$ cat config.mk
export PLATFORM = sky130hd
export DESIGN_NAME = muldiv_seq
export DESIGN_NICKNAME = d
export VERILOG_FILES = /design/src/rtl/muldiv_seq.sv
export SDC_FILE = /design/constraint.sdc
export NUM_CORES = 1
export LEC_CHECK = 0
export CAP_MARGIN = 0
export CORE_ASPECT_RATIO = 0.5
export CORE_MARGIN = 3
export CORE_UTILIZATION = 56
export CTS_BUF_LIST = sky130_fd_sc_hd__clkbuf_16
export CTS_CLUSTER_SIZE = 24
export DETAILED_ROUTE_END_ITERATION = 10
export PLACE_DENSITY = 0.83
export SLEW_MARGIN = 30
export SYNTH_ARGS = -nofsm -noshare
export SYNTH_HDL_FRONTEND = slang
export SYNTH_SLANG_ARGS = --single-unit
$ cat constraint.sdc
create_clock -name clk -period 4.6 [get_ports clk]
set_input_delay 0.46 -clock clk [delete_from_list [all_inputs] [get_ports clk]]
set_output_delay 0.46 -clock clk [all_outputs]
set_load 0.005 [all_outputs]
$ cat src/rtl/muldiv_seq.sv
// Iterative MULT/MULTU/DIV/DIVU unit with HI/LO registers and a start/busy/done handshake.
// Ports: clk, reset, start, op, a, b, hi_we, lo_we, wdata -> busy, done, hi, lo.
module muldiv_seq #(
  parameter int WIDTH = 32
) (
  input  logic             clk,
  input  logic             reset,
  input  logic             start,
  input  logic [1:0]       op,
  input  logic [WIDTH-1:0] a,
  input  logic [WIDTH-1:0] b,
  input  logic             hi_we,
  input  logic             lo_we,
  input  logic [WIDTH-1:0] wdata,
  output logic             busy,
  output logic             done,
  output logic [WIDTH-1:0] hi,
  output logic [WIDTH-1:0] lo
);

  localparam int CW = $clog2(WIDTH);

  typedef enum logic [1:0] {
    S_IDLE,
    S_CALC,
    S_FIXUP,
    S_DONE
  } state_t;

  state_t           state_q, state_d;
  logic [CW-1:0]    cnt_q, cnt_d;
  logic             div_q, div_d;
  logic             negq_q, negq_d;
  logic             negr_q, negr_d;
  logic [WIDTH-1:0] opb_q, opb_d;
  logic [WIDTH-1:0] acc_q, acc_d;
  logic [WIDTH-1:0] quo_q, quo_d;
  logic [WIDTH-1:0] hi_q, hi_d;
  logic [WIDTH-1:0] lo_q, lo_d;

  logic             sgn;
  logic [WIDTH-1:0] abs_a, abs_b;
  logic [WIDTH:0]   rem_sh;
  logic [WIDTH+1:0] add_a, add_b, add_bx, add_s;
  logic [2*WIDTH-1:0] prod, prod_n;
  logic [WIDTH-1:0] quo_n, rem_n;

  assign sgn   = ~op[0];
  assign abs_a = a[WIDTH-1] ? -a : a;
  assign abs_b = b[WIDTH-1] ? -b : b;

  // Shared adder: shift-add for multiply, trial subtract for divide.
  assign rem_sh = {acc_q, quo_q[WIDTH-1]};
  assign add_a  = div_q ? {1'b0, rem_sh} : {2'b00, acc_q};
  assign add_b  = (div_q || quo_q[0]) ? {2'b00, opb_q} : '0;
  assign add_bx = div_q ? ~add_b : add_b;
  assign add_s  = add_a + add_bx + (WIDTH+2)'(div_q);

  assign prod   = {acc_q, quo_q};
  assign prod_n = negq_q ? -prod : prod;
  assign quo_n  = negq_q ? -quo_q : quo_q;
  assign rem_n  = negr_q ? -acc_q : acc_q;

  always_comb begin
    state_d = state_q;
    cnt_d   = cnt_q;
    div_d   = div_q;
    negq_d  = negq_q;
    negr_d  = negr_q;
    opb_d   = opb_q;
    acc_d   = acc_q;
    quo_d   = quo_q;
    hi_d    = hi_q;
    lo_d    = lo_q;
    unique case (state_q)
      S_IDLE, S_DONE: begin
        state_d = S_IDLE;
        if (start) begin
          if (op[1] && b == '0) begin
            state_d = S_DONE;
            hi_d    = a;
            lo_d    = '1;
          end else begin
            state_d = S_CALC;
            cnt_d   = '0;
            div_d   = op[1];
            opb_d   = sgn ? abs_b : b;
            quo_d   = sgn ? abs_a : a;
            acc_d   = '0;
            negq_d  = sgn & (a[WIDTH-1] ^ b[WIDTH-1]);
            negr_d  = sgn & a[WIDTH-1];
          end
        end else begin
          if (hi_we) hi_d = wdata;
          if (lo_we) lo_d = wdata;
        end
      end
      S_CALC: begin
        if (div_q) begin
          // Borrow out of the trial subtract means restore.
          acc_d = add_s[WIDTH+1] ? rem_sh[WIDTH-1:0]
                                 : add_s[WIDTH-1:0];
          quo_d = {quo_q[WIDTH-2:0], ~add_s[WIDTH+1]};
        end else begin
          acc_d = add_s[WIDTH:1];
          quo_d = {add_s[0], quo_q[WIDTH-1:1]};
        end
        if (cnt_q == CW'(WIDTH-1)) state_d = S_FIXUP;
        else cnt_d = cnt_q + 1'b1;
      end
      S_FIXUP: begin
        state_d = S_DONE;
        if (div_q) begin
          hi_d = rem_n;
          lo_d = quo_n;
        end else begin
          hi_d = prod_n[2*WIDTH-1:WIDTH];
          lo_d = prod_n[WIDTH-1:0];
        end
      end
      default: state_d = S_IDLE;
    endcase
  end

  always_ff @(posedge clk) begin
    if (reset) begin
      state_q <= S_IDLE;
      cnt_q   <= '0;
      div_q   <= 1'b0;
      negq_q  <= 1'b0;
      negr_q  <= 1'b0;
      opb_q   <= '0;
      acc_q   <= '0;
      quo_q   <= '0;
      hi_q    <= '0;
      lo_q    <= '0;
    end else begin
      state_q <= state_d;
      cnt_q   <= cnt_d;
      div_q   <= div_d;
      negq_q  <= negq_d;
      negr_q  <= negr_d;
      opb_q   <= opb_d;
      acc_q   <= acc_d;
      quo_q   <= quo_d;
      hi_q    <= hi_d;
      lo_q    <= lo_d;
    end
  end

  assign busy = (state_q == S_CALC) || (state_q == S_FIXUP);
  assign done = (state_q == S_DONE);
  assign hi   = hi_q;
  assign lo   = lo_q;

endmodule

# Yosys cells after proc, flatten, opt, wreduce, memory -nomap -nowiden
# Index checks and enable logic that the tools add are counted.
# word_totals
reg_bits,170
inputBits,103
wordCells,86
# op_classes
n_reduce_logical,13
add_sub_neg,8
mux,37
eq_ne,11
bitwise,7
# op_table
cell,n
$mux W32,22
$pmux W32 S2,4
$neg A32 Y32,4
$mux W64,1
$neg A64 Y64,1
$add A33 B34 Y34,1
$add A34 B1 Y34,1
$mux W34,1
$not A32 Y34,1
$mux W33,1
$logic_not A32 Y1,1
$mux W5,3
$reduce_and A3 Y1,4
$pmux W5 S2,1
$ne A3 B3 Y1 const B,3
$ne A2 B2 Y1 const B,4
$mux W2,3
$pmux W2 S3,1
$add A5 B1 Y5 const B,1
$eq A5 B5 Y1 const B,1
$eq A2 B2 Y1 const B,2
$reduce_and A4 Y1,1
$reduce_bool A2 Y1,2
$not A1 Y1,3
7 further kinds,9

# Logic depth before layout (Yosys ltp)
# Gate-level depths: netlist of the first run.
# logic_depth
word_depth,9
mapped_depth,17
ltp_nobuf,14

# Least setup slack after synthesis of the first run
# OpenSTA, ideal clock, no wires.
# synth_timing
path_kind,register -> register
start,reg div_q
end,reg acc_q[26]
t_required_ns,4.526
stages_incl_launch_ff,16
period_less_slack_ns,3.935
setup_slack_ns,0.665
n_path_buf,5
t_arrival_ns,3.860
setup_time_ns,0.074
cell_sequence,dfxtp_1 -> clkbuf_1 -> buf_1 -> buf_1 -> mux2_2 -> ha_1 -> clkbuf_1 -> and4_1 -> nand3_1 -> or3_1 -> o32ai_2 -> o31ai_4 -> nand2_2 -> buf_2 -> o221ai_1 -> o21ai_0
# synth_via
elab_chain_len,9
elab_cells_between_ends,10
# synth_rtl
element,line,rtl
from (decl),32,"logic div_q, div_d;"
from (signal assigned),140,div_q <= div_d;
$logic_or A1 B1 Y1,55,"assign add_b = (div_q || quo_q[0]) ? {2'b00, opb_q} : '0;"
$mux W32,55,
$not A32 Y34,56,assign add_bx = div_q ? ~add_b : add_b;
$mux W34,56,
$add A33 B34 Y34,57,assign add_s = add_a + add_bx + (WIDTH+2)'(div_q);
$add A34 B1 Y34,57,
$mux W32,101,acc_d = add_s[WIDTH+1] ? rem_sh[WIDTH-1:0]
$mux W32 (*),99,if (div_q) begin
$pmux W32 S2 (*),75,unique case (state_q)
to (signal assigned),133,acc_q <= '0;
to (signal assigned),144,acc_q <= acc_d;
to (decl),36,"logic [WIDTH-1:0] acc_q, acc_d;"
# Mark *: on every way between the ends. The rest lies on a longest branch, timed or not.
# A chain may end at the register's enable or synchronous reset.

# Worst setup path after layout of the first run
# layout_timing
start,reg div_q
end,reg acc_q[19]
# The elaborated chain is that of the path after synthesis.

==> out/results.ini, run 1 <==
[clock_network]
cts.clk_slew.worst_paths_ns = 0.07
cts_buffers = 17
postCtsHoldBufs = 0
tritoncts = yes
clock_path_buffers = 2
clock_tree.root_cell = clkbuf_16
htreeDepth = 4
cts.sinks = 170
clk_latency_ns = 0.45
cts_setup_buffers = 0
postCtsResizedCells = 0

[floorplanning]
dieWidth_um = 228
pin_count = 169
rows = 39
die_h_um = 117
dieArea_mm2 = 0.0267
core_area_mm2 = 0.0235
start_util_pct = 58.6

[placement]
gp_congestion = 1.00
pre_cts_slack_ns = 0.540
hpwl_um = 33400
portBuffers = 168

[timing]
worst_pin_slew_ns = 0.989
grt_setup_unrepaired = no
setup_violations = 0
skew_ns = 0.0108
period_minus_slack_ns = 4.08
maxSlewViolCount = 0
max_freq_mhz = 245
finalHoldViolCount = 0
fin_ws_ns = 0.518
setup_tns_ns = 0
post-route-period-util_pct = 88.7
slew_headroom_pct = 34.1

[worst_setup_path]
crit_chain = clkinv_1 -> buf_4 -> o21ai_0 -> ha_1 -> a211oi_1 -> o211ai_1 -> a21oi_1 -> nor2_1 -> o31ai_4 -> nand2_2 -> o221ai_1 -> a211oi_1
worst-path-buf-inv = 2
crit_path_max_fanout = 28
endpoint_kind = flip-flop
setup.worst_path.start = div_q
crit_type = reg -> reg
cp.required_ns = 4.89
cpLargestDelayFamily = compound AO/OA/AOI/OAI gates
slowest_delay_ns = 0.58
critPathArrivalTime_ns = 4.37
rr_startpoint = div_q
cp-start-kind = flip-flop
cp_common_cell = a211oi_1
slowest_stage = clkinv_1

[power]
pwr_density_cell_mw_per_mm2 = 555
peakVddDrop_mv = 0.569
swShare_pct = 46.4
p_comb_share_pct = 54.7
p_seq_share_pct = 27.6
p_clk_share_pct = 17.6
p_sw_mw = 4.16
p_int_mw = 4.80
leakage_nw = 6.10

[finish]
area_growth_syn_to_layout_pct = 17.2
diodes = 0
drive_above_1_share_pct = 6.98
fin_nets = 2093
layout_common_cells = nand2_1 (220), nor2_1 (219), a21oi_1 (176), dfxtp_1 (169), clkdlybuf4s50_1 (166)
final_common_cell = nand2_1

[synthesis]
synth_fp_nets = 2030
synth_top_area_cell = dfxtp_1
async_flop_share_pct = 0
synth.yosys.seq_area_share_pct = 24.7
syn_inst = 1886
synth_area_mm2 = 0.0138
ys.flop_type = dfxtp_1
synth_cell_types = 85
ys_ff_latch = 170
synth_area_per_cell_um2 = 7.31
synth_edf_count = 0
yosysTopAreaCellShare_pct = 24.7
synth_area_leaders = dfxtp_1 (25%), a21oi_1 (6.4%), nor2_1 (6.0%)
yosysWarnings = 0

[grt]
antenna_found_initial = 0
grt_max_degree = 85
gr-total-overflow = 0
grtUsageTotal_pct = 32.5
grt_pass1_wl_um = 69700
grt_pass1_vias = 12700

[drt]
drt-wirelength-per-cell_um = 19.6
drc = 0
wl_um = 44800
avgViaCountPerCell = 6.39
drtPass1Iterations = 6
vias = 14600
route.antenna.remaining_nets = 0
dr.first_iter.drc_count = 1895

[run]
maxCapViolCount = 0

[hold_path]
hold_class = reg -> reg
min_from = hi[2]

[outcome]
status = finished, final reports clean

## cell type report
class                   count  area [um2]
multi-input cells        1539        9730
well taps                 328         410
fillers                  2006        7350
flip-flops and latches    170        3410
inverters                  29         109
repair buffers            192        1880
clock buffers              17         425
clock inverters            15         211
## cells in the mapped netlist (13+ instances only)
| cell type | number |
|---|---|
| nand3_1 | 27 |
| a31oi_1 | 24 |
| nor3_1 | 44 |
| o31ai_1 | 19 |
| inv_1 | 26 |
| a21oi_1 | 176 |
| ha_1 | 40 |
| a211oi_1 | 82 |
| mux2_2 | 37 |
| a21o_1 | 13 |
| nor2_1 | 222 |
| clkbuf_1 | 117 |
| buf_2 | 21 |
| o211ai_1 | 41 |
| xnor2_1 | 64 |
| and3_1 | 14 |
| nand2b_1 | 18 |
| o221ai_1 | 20 |
| nor4_1 | 20 |
| dfxtp_1 | 170 |
| nor2b_1 | 13 |
| o21ai_0 | 131 |
| xor2_1 | 81 |
| nand2_1 | 220 |
| or3_1 | 14 |
| mux2i_1 | 54 |
## cell families after synthesis
group	synth area share, %
adder cells (fa/ha/maj)	3.77
multiplexers	6.94
XOR/XNOR	9.21
flip-flops	24.7
buffers and inverters	5.07
AND/OR/NAND/NOR	22.7
AO/OA/AOI/OAI	27.6
## metal layers
metal  track usage [%]  vias to the layer above  routed length, um
li1                  -                     6966                  -
met1              45.8                     6785              19800
met2              49.5                      784              18900
met3              6.70                      107               4820
met4              11.8                        0               1390
met5                 0                        -                  0
## power by group through the flow
stage          clock, mW  combinational (mW)  sequential [mW]
2_1_floorplan          0                3.43             2.25
3_3_place_gp           0                4.70             2.47
3_5_place_dp           0                4.79             2.48
4_1_cts             1.60                4.82             2.45
5_1_grt             1.66                5.36             2.53
6_report            1.58                4.91             2.48
## through the flow
step	util, %	power [mW]	hold slack, ns	cell area [um2]	cells
global placement	66.0	7.17	0.440	15500	2258
detailed placement	66.0	7.27	0.447	15500	2258
global route	68.8	9.54	0.486	16200	2290
finish	68.8	8.97	0.455	16200	2290
floorplan	-	5.68	0.442	13800	1886
CTS	68.7	8.87	0.455	16200	2290
## flip-flops by register name, summed over array words and instances, names as in the netlist
register,flops
lo,32
opb_q,32
negq_q,1
cnt_q,5
negr_q,1
hi,32
div_q,1
state_q,2
acc_q,32
quo_q,32
## final timing paths
path              slack (ns)   endpoint  depth (start not counted)
hold reg to reg         0.46      hi[2]                          2
setup reg to reg        0.52  acc_q[19]                         12
hold / removal          0.46      hi[2]                          2
setup / recovery        0.52  acc_q[19]                         12
## worst register-to-register path: cells and delay by family, from the launching register on
kind	cells	cell delay [ns]
AO/OA/AOI/OAI	7	1.64
adder cells (fa/ha/maj)	1	0.35
flip-flops	1	0.47
AND/OR/NAND/NOR	2	0.47
buffers and inverters	2	0.99
No activity file was read; power rests on OpenSTA's default activity.
==> run 2: changes to the inputs <==
--- a/config.mk
+++ b/config.mk
@@ -5,6 +5,7 @@
 export SDC_FILE = /design/constraint.sdc
 export NUM_CORES = 1
 export LEC_CHECK = 0
+export ABC_CLOCK_PERIOD_IN_PS = 4600
 export CAP_MARGIN = 0
 export CORE_ASPECT_RATIO = 0.5
 export CORE_MARGIN = 3
==> results of run 2 <==
The final DEF is identical to that of run 1; final timing and power are the same.
==> run 3: changes to the inputs <==
--- a/config.mk
+++ b/config.mk
@@ -6,14 +6,14 @@
 export NUM_CORES = 1
 export LEC_CHECK = 0
 export ABC_CLOCK_PERIOD_IN_PS = 4600
-export CAP_MARGIN = 0
 export CORE_ASPECT_RATIO = 0.5
 export CORE_MARGIN = 3
-export CORE_UTILIZATION = 56
+export CORE_UTILIZATION = 25
 export CTS_BUF_LIST = sky130_fd_sc_hd__clkbuf_16
 export CTS_CLUSTER_SIZE = 24
 export DETAILED_ROUTE_END_ITERATION = 10
-export PLACE_DENSITY = 0.83
+export PLACE_DENSITY = 0.45
+export SETUP_SLACK_MARGIN = 0.2
 export SLEW_MARGIN = 30
 export SYNTH_ARGS = -nofsm -noshare
 export SYNTH_HDL_FRONTEND = slang
==> run 3 against run 2 <==
Against the previous run:
- routed wire length rose by 24%
- critical path depth rose by 2
- global-route usage fell by 14 points
- via count fell by 3.3%
- clock power fell by 8%
- first-iteration DRC count fell by 37%
- register-to-register slack improved by 0.19 ns
==> out/results.ini, run 3 (synthesis results as in run 1) <==
[grt]
grtUsageTotal_pct = 18.4  ; was 32.5%
grt_max_degree = 98  ; was 85
grt_pass1_wl_um = 83800  ; was 69700 um
grt_pass1_vias = 13500  ; was 12700
antenna_found_initial = 0  ; unchanged
gr-total-overflow = 0  ; unchanged

[clock_network]
cts_setup_buffers = 0  ; unchanged
clock_path_buffers = 2  ; unchanged
cts.clk_slew.worst_paths_ns = 0.08  ; was 0.07 ns
cts_buffers = 17  ; unchanged
clock_tree.root_cell = clkbuf_16  ; unchanged
htreeDepth = 4  ; unchanged
clk_latency_ns = 0.45  ; about the same
tritoncts = yes  ; unchanged
postCtsHoldBufs = 0  ; unchanged
cts.sinks = 170  ; unchanged
postCtsResizedCells = 0  ; unchanged

[worst_setup_path]
cp_common_cell = nand2_1  ; was a211oi_1
cpLargestDelayFamily = compound AO/OA/AOI/OAI gates  ; unchanged
worst-path-buf-inv = 3  ; was 2
crit_type = reg -> reg  ; unchanged
slowest_stage = ha_1  ; was clkinv_1
slowest_delay_ns = 0.44  ; was 0.58 ns
critPathArrivalTime_ns = 4.24  ; was 4.37 ns
cp-start-kind = flip-flop  ; unchanged
endpoint_kind = flip-flop  ; unchanged
cp.required_ns = 4.94  ; was 4.89 ns
rrSetupSlack_ns = 0.71  ; was 0.52 ns
crit_chain = clkinvlp_4 -> buf_4 -> nand2_1 -> nand2_1 -> ha_1 -> nand2_1 -> a211o_1 -> or3_1 -> o32ai_2 -> o31ai_4 -> nand2_2 -> buf_4 -> o21ai_0 -> a221oi_1  ; was clkinv_1 -> buf_4 -> o21ai_0 -> ha_1 -> a211oi_1 -> o211ai_1 -> a21oi_1 -> nor2_1 -> o31ai_4 -> nand2_2 -> o221ai_1 -> a211oi_1
crit_path_max_fanout = 26  ; was 28

[finish]
nFillCells = 5895  ; was 2006
drive_above_1_share_pct = 8.29  ; was 6.98%
utilization_pct = 31.1  ; was 68.8%
instances_no_fill = 2734  ; was 2290
layout_common_cells = nand2_1 (219), nor2_1 (219), a21oi_1 (176), dfxtp_1 (168), clkdlybuf4s50_1 (166)  ; was nand2_1 (220), nor2_1 (219), a21oi_1 (176), dfxtp_1 (169), clkdlybuf4s50_1 (166)
final_area_mm2 = 0.0168  ; was 0.0162 mm2
area_growth_syn_to_layout_pct = 22.0  ; was 17.2%
seq_area_mm2 = 0.00341  ; about the same
diodes = 0  ; unchanged
fin_nets = 2121  ; was 2093
multi_input_area_mm2 = 0.00972  ; was 0.00973 mm2

[drt]
wl_um = 55600  ; was 44800 um
drc = 0  ; unchanged
route.antenna.remaining_nets = 0  ; unchanged
vias = 14200  ; was 14600
drtPass1Iterations = 5  ; was 6
dr.first_iter.drc_count = 1192  ; was 1895
avgViaCountPerCell = 5.18  ; was 6.39
drt-wirelength-per-cell_um = 20.3  ; was 19.6 um

[placement]
dp.cells = 2702  ; was 2258
hpwl_um = 42700  ; was 33400 um
gp_congestion = 0.915  ; was 1.00
pre_cts_slack_ns = 0.312  ; was 0.540 ns
portBuffers = 168  ; unchanged
place_area_mm2 = 0.0162  ; was 0.0155 mm2

[run]
maxCapViolCount = 0  ; unchanged

[outcome]
status = finished, final reports clean  ; unchanged

[timing]
setup_violations = 0  ; unchanged
post-route-period-util_pct = 84.6  ; was 88.7%
grt_setup_unrepaired = no  ; unchanged
period_minus_slack_ns = 3.89  ; was 4.08 ns
worst_pin_slew_ns = 0.854  ; was 0.989 ns
slew_headroom_pct = 42.7  ; was 34.1%
maxSlewViolCount = 0  ; unchanged
skew_ns = 0.0161  ; was 0.0108 ns
finalHoldViolCount = 0  ; unchanged
setup_tns_ns = 0  ; unchanged
max_freq_mhz = 257  ; was 245 MHz
fin_ws_ns = 0.709  ; was 0.518 ns

[power]
pwr_density_cell_mw_per_mm2 = 540  ; was 555 mW/mm2
leakage_nw = 6.20  ; was 6.10 nW
peakVddDrop_mv = 0.281  ; was 0.569 mV

[floorplanning]
dieArea_mm2 = 0.0582  ; was 0.0267 mm2
start_util_pct = 25.5  ; was 58.6%
die_h_um = 172  ; was 117 um
core_area_mm2 = 0.0541  ; was 0.0235 mm2
pin_count = 169  ; unchanged
dieWidth_um = 338  ; was 228 um
rows = 60  ; was 39

[hold_path]
hold_class = reg -> reg  ; unchanged

==> run 3: cell types whose count changed in the layout (fill, tap and decap cells not counted) <==
cell and change:
bufinv_16 -3, clkinvlp_4 +3, buf_4 +28, a22o_4 -1, nand2_2 +1, clkinv_1 +1
dfxtp_1 -1, nand2_1 -1, inv_8 +2, a22o_1 +1, inv_6 -3, dfxtp_2 +1
==> run 3: worst paths after layout <==
| check | from | endpoint | depth (start not counted) |
|---|---|---|---|
| setup / recovery | div_q | acc_q[30] | 14 |
| hold reg to reg | lo[19] | lo[19] | 2 |
| hold / removal | lo[19] | lo[19] | 2 |
| setup reg to reg | div_q | acc_q[30] | 14 |
==> run 3: worst min-delay path, delay by kind of cell (launching register included) <==
| kind | cells | cell delay, ns |
|---|---|---|
| flops | 1 | 0.31 |
| simple gates | 1 | 0.05 |
| compound gates | 1 | 0.05 |
==> run 3: final cells by class <==
cell class              instances  share of cell area [%]
well taps                     744                    5.53
flip-flops and latches        170                    20.3
clock buffers                  17                    2.53
inverters                      29                   0.669
clock inverters                15                   0.833
repair buffers                220                    12.4
multi-input cells            1539                    57.8
==> run 3: layer usage <==
layer | wire length (um) | part of all wire, % | global-route usage (%)
met5 | 0 | 0 | 0
met4 | 1520 | 2.7 | 5.74
met3 | 2110 | 3.8 | 2.17
met2 | 26200 | 47 | 31.1
met1 | 25800 | 46 | 24.7
==> run 3: metrics by stage <==
stage	total power, mW	hold WS (ns)
detailed placement	7.64	0.446
global placement	7.65	0.443
CTS	9.13	0.455
floorplan	5.68	0.442
finish	9.08	0.450
global route	9.79	0.484
==> run 3: where the power goes <==
| group | internal (mW) | leakage, nW | switching [mW] |
|---|---|---|---|
| clock network | 0.758 | 0.275 | 0.703 |
| registers | 1.94 | 1.40 | 0.564 |
| logic | 2.03 | 4.53 | 3.09 |
| total | 4.72 | 6.20 | 4.36 |
